[src/rtl/dijkstra_controller_if.sv]
`default_nettype none
// ============================================================================
// Module  : dijkstra_controller_if
// Brief   : Host, adjacency, distance/min store and VisitedStore signals
//           seen by the Dijkstra sequencing controller.
// Rev     : 1.0
// ============================================================================
interface dijkstra_controller_if #(
  parameter int INDEX_WIDTH = 8,
  parameter int VALUE_WIDTH = 16
);
  // host side
  logic                   start;
  logic [INDEX_WIDTH-1:0] number_of_nodes;
  logic [INDEX_WIDTH-1:0] source_node;
  logic                   busy;
  logic                   done;
  logic                   error;

  // adjacency memory
  logic [INDEX_WIDTH-1:0] adj_row;
  logic [INDEX_WIDTH-1:0] adj_col;
  logic [VALUE_WIDTH-1:0] adj_weight;

  // distance / min store
  logic [INDEX_WIDTH-1:0] dist_rd_index;
  logic [VALUE_WIDTH-1:0] dist_rd_value;
  logic                   dist_wr_en;
  logic [INDEX_WIDTH-1:0] dist_wr_index;
  logic [VALUE_WIDTH-1:0] dist_wr_value;
  logic [INDEX_WIDTH-1:0] dist_wr_prev;
  logic                   dist_retire_en;
  logic [INDEX_WIDTH-1:0] min_index;
  logic [VALUE_WIDTH-1:0] min_value;
  logic [INDEX_WIDTH-1:0] min_prev;

  // VisitedStore
  logic                   vs_set_en;
  logic [INDEX_WIDTH-1:0] vs_index;
  logic [INDEX_WIDTH-1:0] vs_prev_node;
  logic [INDEX_WIDTH-1:0] unvisited_nodes;

  modport master (
    input  start, number_of_nodes, source_node,
    input  adj_weight, dist_rd_value,
    input  min_index, min_value, min_prev, unvisited_nodes,
    output busy, done, error,
    output adj_row, adj_col, dist_rd_index,
    output dist_wr_en, dist_wr_index, dist_wr_value, dist_wr_prev,
    output dist_retire_en,
    output vs_set_en, vs_index, vs_prev_node
  );

  modport slave (
    output start, number_of_nodes, source_node,
    output adj_weight, dist_rd_value,
    output min_index, min_value, min_prev, unvisited_nodes,
    input  busy, done, error,
    input  adj_row, adj_col, dist_rd_index,
    input  dist_wr_en, dist_wr_index, dist_wr_value, dist_wr_prev,
    input  dist_retire_en,
    input  vs_set_en, vs_index, vs_prev_node
  );
endinterface
`default_nettype wire

[src/rtl/dijkstra_controller.sv]
`default_nettype none
// ============================================================================
// Module  : dijkstra_controller
// Brief   : Sequencing FSM of the Dijkstra engine: init, select, visit and a
//           two-stage relax scan over the adjacency row of the visited node.
// Rev     : 1.0
// ============================================================================
module dijkstra_controller #(
  parameter int MAX_NODES   = 256,
  parameter int INDEX_WIDTH = 8,
  parameter int VALUE_WIDTH = 16
) (
  input  wire logic             clock,
  input  wire logic             reset,
  dijkstra_controller_if.master bus
);

  // The counter must reach N (drain cycle), so it is one bit wider than an index.
  localparam int c_cnt_w = ($clog2(MAX_NODES + 1) > INDEX_WIDTH) ?
                           $clog2(MAX_NODES + 1) : INDEX_WIDTH + 1;
  localparam logic [VALUE_WIDTH-1:0] c_inf = '1;

  typedef enum logic [2:0] {
    S_IDLE   = 3'd0,
    S_INIT   = 3'd1,
    S_SELECT = 3'd2,
    S_VISIT  = 3'd3,
    S_SCAN   = 3'd4,
    S_DONE   = 3'd5
  } state_t;

  state_t                 state_q,    state_d;
  logic [INDEX_WIDTH-1:0] n_q,        n_d;
  logic [INDEX_WIDTH-1:0] src_q,      src_d;
  logic [INDEX_WIDTH-1:0] cur_q,      cur_d;
  logic [VALUE_WIDTH-1:0] cur_dist_q, cur_dist_d;
  logic [c_cnt_w-1:0]     cnt_q,      cnt_d;
  logic                   err_q,      err_d;
  logic                   s2_valid_q, s2_valid_d;
  logic [INDEX_WIDTH-1:0] s2_col_q,   s2_col_d;

  logic [c_cnt_w-1:0]     w_n_ext;
  logic [INDEX_WIDTH-1:0] w_idx;
  logic                   w_init_last;
  logic                   w_issue;
  logic                   w_scan_end;
  logic [VALUE_WIDTH:0]   w_sum;
  logic                   w_relax;
  logic                   w_start_err;

  assign w_n_ext     = c_cnt_w'(n_q);
  assign w_idx       = cnt_q[INDEX_WIDTH-1:0];
  assign w_init_last = (cnt_q == (w_n_ext - c_cnt_w'(1)));
  assign w_issue     = (cnt_q < w_n_ext);
  assign w_scan_end  = (cnt_q == w_n_ext);
  assign w_start_err = (bus.number_of_nodes == '0) ||
                       (bus.source_node >= bus.number_of_nodes);

  // Stage 2 of the scan: data for column s2_col_q arrives one cycle after issue.
  assign w_sum   = {1'b0, cur_dist_q} + {1'b0, bus.adj_weight};
  assign w_relax = (state_q == S_SCAN) && s2_valid_q &&
                   (bus.adj_weight != '0) &&
                   (s2_col_q != cur_q) &&
                   (w_sum < {1'b0, c_inf}) &&
                   (w_sum < {1'b0, bus.dist_rd_value});

  always_ff @(posedge clock or negedge reset) begin
    if (!reset) begin
      state_q    <= S_IDLE;
      n_q        <= '0;
      src_q      <= '0;
      cur_q      <= '0;
      cur_dist_q <= '0;
      cnt_q      <= '0;
      err_q      <= 1'b0;
      s2_valid_q <= 1'b0;
      s2_col_q   <= '0;
    end else begin
      state_q    <= state_d;
      n_q        <= n_d;
      src_q      <= src_d;
      cur_q      <= cur_d;
      cur_dist_q <= cur_dist_d;
      cnt_q      <= cnt_d;
      err_q      <= err_d;
      s2_valid_q <= s2_valid_d;
      s2_col_q   <= s2_col_d;
    end
  end

  always_comb begin
    state_d    = state_q;
    n_d        = n_q;
    src_d      = src_q;
    cur_d      = cur_q;
    cur_dist_d = cur_dist_q;
    cnt_d      = cnt_q;
    err_d      = err_q;
    s2_valid_d = 1'b0;
    s2_col_d   = s2_col_q;

    bus.busy           = 1'b0;
    bus.done           = 1'b0;
    bus.error          = 1'b0;
    bus.adj_row        = '0;
    bus.adj_col        = '0;
    bus.dist_rd_index  = '0;
    bus.dist_wr_en     = 1'b0;
    bus.dist_wr_index  = '0;
    bus.dist_wr_value  = '0;
    bus.dist_wr_prev   = '0;
    bus.dist_retire_en = 1'b0;
    bus.vs_set_en      = 1'b0;
    bus.vs_index       = '0;
    bus.vs_prev_node   = '0;

    case (state_q)
      S_IDLE: begin
        if (bus.start) begin
          n_d     = bus.number_of_nodes;
          src_d   = bus.source_node;
          cur_d   = bus.source_node;
          cnt_d   = '0;
          err_d   = w_start_err;
          state_d = w_start_err ? S_DONE : S_INIT;
        end
      end

      S_INIT: begin
        bus.busy          = 1'b1;
        bus.dist_wr_en    = 1'b1;
        bus.dist_wr_index = w_idx;
        bus.dist_wr_value = (w_idx == src_q) ? '0 : c_inf;
        bus.dist_wr_prev  = w_idx;
        cnt_d             = cnt_q + c_cnt_w'(1);
        if (w_init_last) begin
          state_d = S_SELECT;
        end
      end

      S_SELECT: begin
        bus.busy = 1'b1;
        state_d  = S_VISIT;
      end

      S_VISIT: begin
        bus.busy = 1'b1;
        if ((bus.unvisited_nodes == '0) || (bus.min_value == c_inf)) begin
          state_d = S_DONE;
        end else begin
          bus.vs_set_en      = 1'b1;
          bus.vs_index       = bus.min_index;
          bus.vs_prev_node   = bus.min_prev;
          bus.dist_retire_en = 1'b1;
          cur_d              = bus.min_index;
          cur_dist_d         = bus.min_value;
          cnt_d              = '0;
          state_d            = S_SCAN;
        end
      end

      S_SCAN: begin
        bus.busy = 1'b1;
        if (w_issue) begin
          bus.adj_row       = cur_q;
          bus.adj_col       = w_idx;
          bus.dist_rd_index = w_idx;
          s2_valid_d        = 1'b1;
          s2_col_d          = w_idx;
        end
        if (w_relax) begin
          bus.dist_wr_en    = 1'b1;
          bus.dist_wr_index = s2_col_q;
          bus.dist_wr_value = w_sum[VALUE_WIDTH-1:0];
          bus.dist_wr_prev  = cur_q;
        end
        cnt_d = cnt_q + c_cnt_w'(1);
        if (w_scan_end) begin
          state_d = S_SELECT;
        end
      end

      S_DONE: begin
        bus.done  = 1'b1;
        bus.error = err_q;
        state_d   = S_IDLE;
      end

      default: begin
        state_d = S_IDLE;
      end
    endcase
  end

endmodule
`default_nettype wire

[src/flat_wrapper.sv]
// flat-port wrapper written by rule: the top's interface ports become plain ports
module dijkstra_controller_flat 
#(
  parameter int MAX_NODES   = 256,
  parameter int INDEX_WIDTH = 8,
  parameter int VALUE_WIDTH = 16
)
  (clock, reset, bus_start, bus_number_of_nodes, bus_source_node, bus_adj_weight, bus_dist_rd_value, bus_min_index, bus_min_value, bus_min_prev, bus_unvisited_nodes, bus_busy, bus_done, bus_error, bus_adj_row, bus_adj_col, bus_dist_rd_index, bus_dist_wr_en, bus_dist_wr_index, bus_dist_wr_value, bus_dist_wr_prev, bus_dist_retire_en, bus_vs_set_en, bus_vs_index, bus_vs_prev_node);
  dijkstra_controller_if #(.INDEX_WIDTH(INDEX_WIDTH), .VALUE_WIDTH(VALUE_WIDTH)) bus_i ();
  input  wire logic clock;
  input  wire logic reset;
  input wire logic [$bits(bus_i.start)-1:0] bus_start;
  input wire logic [$bits(bus_i.number_of_nodes)-1:0] bus_number_of_nodes;
  input wire logic [$bits(bus_i.source_node)-1:0] bus_source_node;
  input wire logic [$bits(bus_i.adj_weight)-1:0] bus_adj_weight;
  input wire logic [$bits(bus_i.dist_rd_value)-1:0] bus_dist_rd_value;
  input wire logic [$bits(bus_i.min_index)-1:0] bus_min_index;
  input wire logic [$bits(bus_i.min_value)-1:0] bus_min_value;
  input wire logic [$bits(bus_i.min_prev)-1:0] bus_min_prev;
  input wire logic [$bits(bus_i.unvisited_nodes)-1:0] bus_unvisited_nodes;
  output wire logic [$bits(bus_i.busy)-1:0] bus_busy;
  output wire logic [$bits(bus_i.done)-1:0] bus_done;
  output wire logic [$bits(bus_i.error)-1:0] bus_error;
  output wire logic [$bits(bus_i.adj_row)-1:0] bus_adj_row;
  output wire logic [$bits(bus_i.adj_col)-1:0] bus_adj_col;
  output wire logic [$bits(bus_i.dist_rd_index)-1:0] bus_dist_rd_index;
  output wire logic [$bits(bus_i.dist_wr_en)-1:0] bus_dist_wr_en;
  output wire logic [$bits(bus_i.dist_wr_index)-1:0] bus_dist_wr_index;
  output wire logic [$bits(bus_i.dist_wr_value)-1:0] bus_dist_wr_value;
  output wire logic [$bits(bus_i.dist_wr_prev)-1:0] bus_dist_wr_prev;
  output wire logic [$bits(bus_i.dist_retire_en)-1:0] bus_dist_retire_en;
  output wire logic [$bits(bus_i.vs_set_en)-1:0] bus_vs_set_en;
  output wire logic [$bits(bus_i.vs_index)-1:0] bus_vs_index;
  output wire logic [$bits(bus_i.vs_prev_node)-1:0] bus_vs_prev_node;
  assign bus_i.start = bus_start;
  assign bus_i.number_of_nodes = bus_number_of_nodes;
  assign bus_i.source_node = bus_source_node;
  assign bus_i.adj_weight = bus_adj_weight;
  assign bus_i.dist_rd_value = bus_dist_rd_value;
  assign bus_i.min_index = bus_min_index;
  assign bus_i.min_value = bus_min_value;
  assign bus_i.min_prev = bus_min_prev;
  assign bus_i.unvisited_nodes = bus_unvisited_nodes;
  assign bus_busy = bus_i.busy;
  assign bus_done = bus_i.done;
  assign bus_error = bus_i.error;
  assign bus_adj_row = bus_i.adj_row;
  assign bus_adj_col = bus_i.adj_col;
  assign bus_dist_rd_index = bus_i.dist_rd_index;
  assign bus_dist_wr_en = bus_i.dist_wr_en;
  assign bus_dist_wr_index = bus_i.dist_wr_index;
  assign bus_dist_wr_value = bus_i.dist_wr_value;
  assign bus_dist_wr_prev = bus_i.dist_wr_prev;
  assign bus_dist_retire_en = bus_i.dist_retire_en;
  assign bus_vs_set_en = bus_i.vs_set_en;
  assign bus_vs_index = bus_i.vs_index;
  assign bus_vs_prev_node = bus_i.vs_prev_node;
  dijkstra_controller #(.MAX_NODES(MAX_NODES), .INDEX_WIDTH(INDEX_WIDTH), .VALUE_WIDTH(VALUE_WIDTH)) u_core (.clock(clock), .reset(reset), .bus(bus_i));
endmodule
[config.mk]
export PLATFORM = sky130hd
export DESIGN_NAME = dijkstra_controller_flat
export DESIGN_NICKNAME = d
export VERILOG_FILES = /design/src/rtl/dijkstra_controller_if.sv /design/src/rtl/dijkstra_controller.sv /design/src/flat_wrapper.sv
export SDC_FILE = /design/constraint.sdc
export NUM_CORES = 1
export LEC_CHECK = 0
export BUFFER_PORTS_ARGS = -buffer_cell sky130_fd_sc_hd__buf_2
export CAP_MARGIN = 15
export CORE_AREA = 2 2 128 130
export CTS_BUF_LIST = sky130_fd_sc_hd__clkbuf_2 sky130_fd_sc_hd__clkbuf_4 sky130_fd_sc_hd__clkbuf_8
export CTS_CLUSTER_SIZE = 12
export DETAILED_ROUTE_END_ITERATION = 16
export DIE_AREA = 0 0 130 132
export GPL_ROUTABILITY_DRIVEN = 0
export HOLD_SLACK_MARGIN = 0.08
export PLACE_DENSITY = 0.56
export SLEW_MARGIN = 20
export SYNTH_ARGS = -nofsm -noshare
export SYNTH_HDL_FRONTEND = slang
export SYNTH_SLANG_ARGS = --single-unit
export TNS_END_PERCENT = 20
[constraint.sdc]
create_clock -name clock -period 8 [get_ports clock]
set_input_delay 1.6 -clock clock [delete_from_list [all_inputs] [get_ports clock]]
set_output_delay 1.6 -clock clock [all_outputs]
set_load 0.1 [all_outputs]
; Yosys cells after proc, flatten, opt, wreduce, memory -nomap -nowiden
; Cells that the tools add are included.
[op_classes]
addsub = 3
magnitude_cmp = 4
eq_ne = 14
n_mux = 36
n_bitwise = 1
reduce_logical = 21
[op_table]
columns = op, n
row1 = 8-bit 2-to-1 mux, 12
row2 = 8-bit one-hot mux with 2 select lines, 3
row3 = 16-bit 2-to-1 mux, 2
row4 = 16-bit one-hot mux with 2 select lines, 1
row5 = 9-bit one-hot mux with 3 select lines, 1
row6 = 9-bit 2-to-1 mux, 2
row7 = 16-bit by 16-bit adder with 17-bit output, 1
row8 = 17-bit by 16-bit less-than comparator with 1-bit output, 1
row9 = 17-bit by 16-bit less-than comparator with 1-bit output (second input constant), 1
row10 = 16-bit equality test (second input constant), 1
row11 = 8-bit logical NOT, 2
row12 = 16-bit nonzero test, 1
row13 = 3-bit one-hot mux with 5 select lines, 1
row14 = 3-bit 2-to-1 mux, 4
row15 = 9-bit by 1-bit adder with 9-bit output (second input constant), 1
row16 = 9-bit by 8-bit equality test with 1-bit output, 1
row17 = 9-bit equality test, 1
row18 = 9-bit by 8-bit less-than comparator with 1-bit output, 1
row19 = 1-bit 2-to-1 mux, 9
row20 = 3-bit AND reduction, 3
row21 = 8-bit by 1-bit subtractor with 9-bit output (second input constant), 1
row22 = 8-bit equality test, 1
row23 = 8-bit greater-or-equal comparator, 1
row24 = 8-bit inequality test, 1
row25 = 15 further kinds, 26
[totals]
register_bits = 62
input_bits = 91
out_inout_bits = 78
word_cells = 88

; Longest topological paths before layout
[logic_depth]
word_depth = 8
ltp_mapped = 18
mapped_depth_nobuf = 17

; Worst setup path after synthesis
; No wires, ideal clock.
[synth_path]
path_type = input-to-output
start = in bus_adj_weight[0]
end = out bus_dist_wr_value[11]
arrival_time_ps = 6763
required_time_ps = 6400
slack_ps = -363
cell_stages = 18
n_path_buf = 1
cell_sequence = ha_1 -> inv_1 -> fa_1 -> nand2b_1 -> a211oi_4 -> o21ai_2 -> a211oi_1 -> nor2_1 -> xnor2_1 -> ha_1 -> a21oi_1 -> o2111ai_1 -> a21oi_1 -> o21ai_0 -> a221oi_2 -> nand2_4 -> buf_6 -> o31ai_1
[synth_between]
elab_chain_cells = 7
elab_cells_between_ends = 10
classes_between = 1 x add/sub / 2 x order compare / 2 x mux / 5 x reduce/logical
[synth_lines]
columns = item, line_no
row1 = start: declaration, flat_wrapper.sv:15  ; input wire logic [$bits(bus_i.adj_weight)-1:0] bus_adj_weight;
row2 = "parallel branches: the longest is 5 deep, another holds 16-bit by 16-bit adder with 17-bit output", n/a
row3 = 16-bit 2-to-1 mux *, dijkstra_controller.sv:171  ; if (w_relax) begin
row4 = 16-bit one-hot mux with 2 select lines *, dijkstra_controller.sv:117  ; case (state_q)
row5 = end: declaration, flat_wrapper.sv:29  ; output wire logic [$bits(bus_i.dist_wr_value)-1:0] bus_dist_wr_value;
; Mark *: on every way between the ends.

; Final worst setup path
; Same ends and word-level chain as after synthesis.

==> results.txt <==
For this run the aggregate overflow at the end of global routing stands at 0. The proportion of layout cells with a drive suffix above 1 was 0.2918. At the pin with the least slew margin, the transition time is 1.005 ns.

Setup repair after global routing left no endpoint under its margin. In the routed design, unresolved DRC markers number 0. For the number of global-route vias before repair, the log shows 4858. The worst relative slew slack is 0.3302. Counting flops and latches in the post-synthesis netlist gives 62. The total wire length was 15.91 mm; the number of max-capacitance violations reported was 0. The element type at the critical path start is an input pin. The vertical die dimension was 132 um; the largest net degree at the start of global routing was 63. The path with the worst hold slack has its endpoint at u_core.cur_dist_q[6]. In this run the remaining antenna-violating nets after routing total 0. For this run, the slowest stage of the critical path takes 0.44 ns.

TritonCTS built the clock tree. The critical-path maximum fanout works out to 22. Setup violations remaining at the end of the flow were counted as 0. The later-pin clock latency in the skew report is 0.35 ns, and the count of unique library cells instantiated by Yosys is 65. In this run the most critical hold path is launched from u_core.cur_dist_q[6]. The critical-path cell with the highest stage delay is sky130_fd_sc_hd__o31ai_1. STA puts the critical path data required time at 6.40 ns. The post-synthesis async set-or-reset flop share is 1.000. The synthesized design spends more area on one cell type than any other, namely sky130_fd_sc_hd__dfrtp_1.

The number of antenna violations at the first check in global routing is 1, and the number of endpoints with negative hold slack in the final report is 0. During synthesis, Yosys emitted a total of 0 warnings. At the worst endpoint, the arrival time is 5.78 ns. The placed wire-length estimate is 12.75 mm. The first global-routing pass estimated 25.54 mm of wire. The run gives 0.3466 as the initial core utilization. The clock tree root driver cell was sky130_fd_sc_hd__clkbuf_8. Measured along the x axis, the die boundary spans 130 um.

The worst reg2reg path depth is 5. The tools report the deepest clock path buffer count as 2. Counting the fill cells in the layout gives 1593. The tools report the global router's overall resource usage as 0.1886. The most common flop cell mapped by yosys is sky130_fd_sc_hd__dfrtp_1. The number of diodes added for antenna fixing was 0. The top cell type's share of synthesized area came out at 0.2849.

After clock tree synthesis, the flow added hold-fix buffers numbering 0. The number of vias per cell works out to 4.930. Reg-to-reg endpoint: u_core.cur_dist_q[0]. Static timing analysis puts the maximum clock frequency at 0.1355 GHz. 169 I/O pins were placed. The tools report the startpoint of the lowest-slack register-to-register path as u_core.state_q[0]. The portion of the clock cycle consumed by the worst path in the final layout works out to 0.9225. The tools report the endpoint class of the critical path as an output port.

The routed layout has 4984 vias. By area the synthesized netlist is led by sky130_fd_sc_hd__dfrtp_1 28%, sky130_fd_sc_hd__ha_1 11%, sky130_fd_sc_hd__mux2_2 4.8%, sky130_fd_sc_hd__and2_1 4.4%, sky130_fd_sc_hd__inv_1 4.1%. Buffers placed on the I/O ports in this run total 168. The final period demand of the worst path was 7.380 ns.

Walking the worst path, the cells encountered are buf_2, ha_1, inv_1, fa_1, nand2b_1, a211oi_4, o21ai_2, a211oi_1, nor2_1, xnor2_1, ha_1, a21oi_1, o2111ai_1, a21oi_1, o21ai_0, a221oi_2, buf_4, nand2_4, o31ai_1, buf_12. Setup slack on the worst reg-to-reg path comes out at 4.78 ns. The cell with the most instances after synthesis is sky130_fd_sc_hd__dfrtp_1. The H-tree generated during clock tree synthesis spans 3 levels.

In this run the cell area of the synthesized design comes to 5445 um2. After routing the design area is 7000 um2. In this run, CTS created clock tree buffers numbering 9. Max-slew violation count: 0.

Sorting the synthesized cells by how often they occur yields 62 x sky130_fd_sc_hd__dfrtp_1, 59 x sky130_fd_sc_hd__inv_1, 53 x sky130_fd_sc_hd__nand2_1. Number of flops mapped to enable cells by yosys: 0. After clock tree synthesis, the clock-pin slew on the worst setup and hold paths is 0.07 ns.

The run finished with clean final reports. After synthesis, the mean cell area works out to 8.482 um2. The area growth from synthesis to layout is 28.56%. The sink count of the clock tree was 62; the number of nets in the finished design was 931. The number of cells traversed by the worst hold path is 1, and the routed wirelength normalized by instance count is 15.73 um. The logs give 0.2849 for the portion of the post-synthesis area used by sequential elements and 17160 um2 for the die outline area. Number of iterations in the first detailed-routing pass: 4.

The worst-case clock skew came out at 0.009643 ns. Counting every net in the synthesized netlist gives 783. The gate count after technology mapping was 642. After detailed placement, the total cell area comes to 6720 um2. The logs give 272 for the number of DRC violations after detailed-routing iteration 0 and 46 for the placement row count.

The placeable core region was 15710 um2. The buffer count from post-CTS setup fixing was 0. The critical path is of the input pin to output port type. The path class of the tightest hold or removal check is flip-flop to flip-flop. The number of gates given a new drive strength after cts is 0.
-- sequential cells by signal, summed over array words and instances (netlist names), 3 cells and up --
name / flops
u_core.cnt_q: 9
u_core.cur_dist_q: 16
u_core.cur_q: 8
u_core.n_q: 8
u_core.s2_col_q: 8
u_core.src_q: 8
u_core.state_q: 3
-- final cells by class --
| cell class | count | area [um2] | share of cell area |
|---|---|---|---|
| multi-input cells | 483 | 3468 | 0.4954 |
| flip-flops and latches | 62 | 1551 | 0.2216 |
| repair buffers | 175 | 1209 | 0.1727 |
| well taps | 216 | 270.3 | 0.03861 |
| inverters | 59 | 221.5 | 0.03164 |
| clock buffers | 11 | 151.4 | 0.02163 |
| clock inverters | 5 | 128.9 | 0.01841 |
-- metal layers --
layer	track usage	wire (um)
met1	0.2877	8089
met2	0.2734	6716
met3	0.03328	936
met4	0.04719	162
met5	0	0
-- cell usage in the layout, fill, tap and decap left out, drive strengths merged, types with 6 or more instances in the layout --
master	count
buf	175
dfrtp	62
inv	59
nand2	54
ha	49
and2	38
nor2	37
a21oi	36
o21ai	33
mux2	27
nand3	24
xnor2	20
xor2	19
nor4	16
nand4	16
a21o	14
o22ai	13
mux2i	12
clkbuf	11
nor3	9
o31ai	6
-- cell families after synthesis --
| group | after synthesis | share of synthesized area |
|---|---|---|
| mux | 39 | 0.08065 |
| xor+xnor | 39 | 0.06273 |
| simple gates | 224 | 0.2148 |
| flops | 62 | 0.2849 |
| fa+ha+maj | 50 | 0.1163 |
| buf+inv | 97 | 0.08019 |
| compound gates | 131 | 0.1604 |
-- critical path: cells and delay by family --
family | cells | cell delay [ns]
simple gates | 3 | 0.50
compound gates | 9 | 1.99
buf+inv | 4 | 0.61
fa+ha+maj | 3 | 0.85
xor+xnor | 1 | 0.23
-- worst max path at each step --
stage / end / cells after the start / startpoint
finish: bus_dist_wr_value[11] / 20 / bus_adj_weight[0]
global route: bus_dist_wr_value[11] / 20 / bus_adj_weight[0]
CTS: bus_dist_wr_value[11] / 20 / bus_adj_weight[0]
detailed placement: bus_dist_wr_value[11] / 20 / bus_adj_weight[0]
global placement: bus_dist_wr_value[15] / 20 / bus_adj_weight[0]
floorplan: bus_dist_wr_value[11] / 18 / bus_adj_weight[0]
-- stage by stage --
step	hold WS [ns]	TNS, ns	instances	worst slack, ns	utilization
final	0.5238	0	1011	0.6196	0.4455
after CTS	0.5293	0	1011	0.6731	0.4455
after detailed placement	0.5141	0	995	0.6774	0.4277
after global placement	0.5010	0	995	0.8749	0.4277
after floorplan	0.4849	-1.195	642	-0.3628	-
after global routing	0.5492	0	1011	0.2912	0.4455
Power is left out: the tool's default activity adds up to more than one toggle a clock period on the data nets, which glitch-free logic cannot reach.
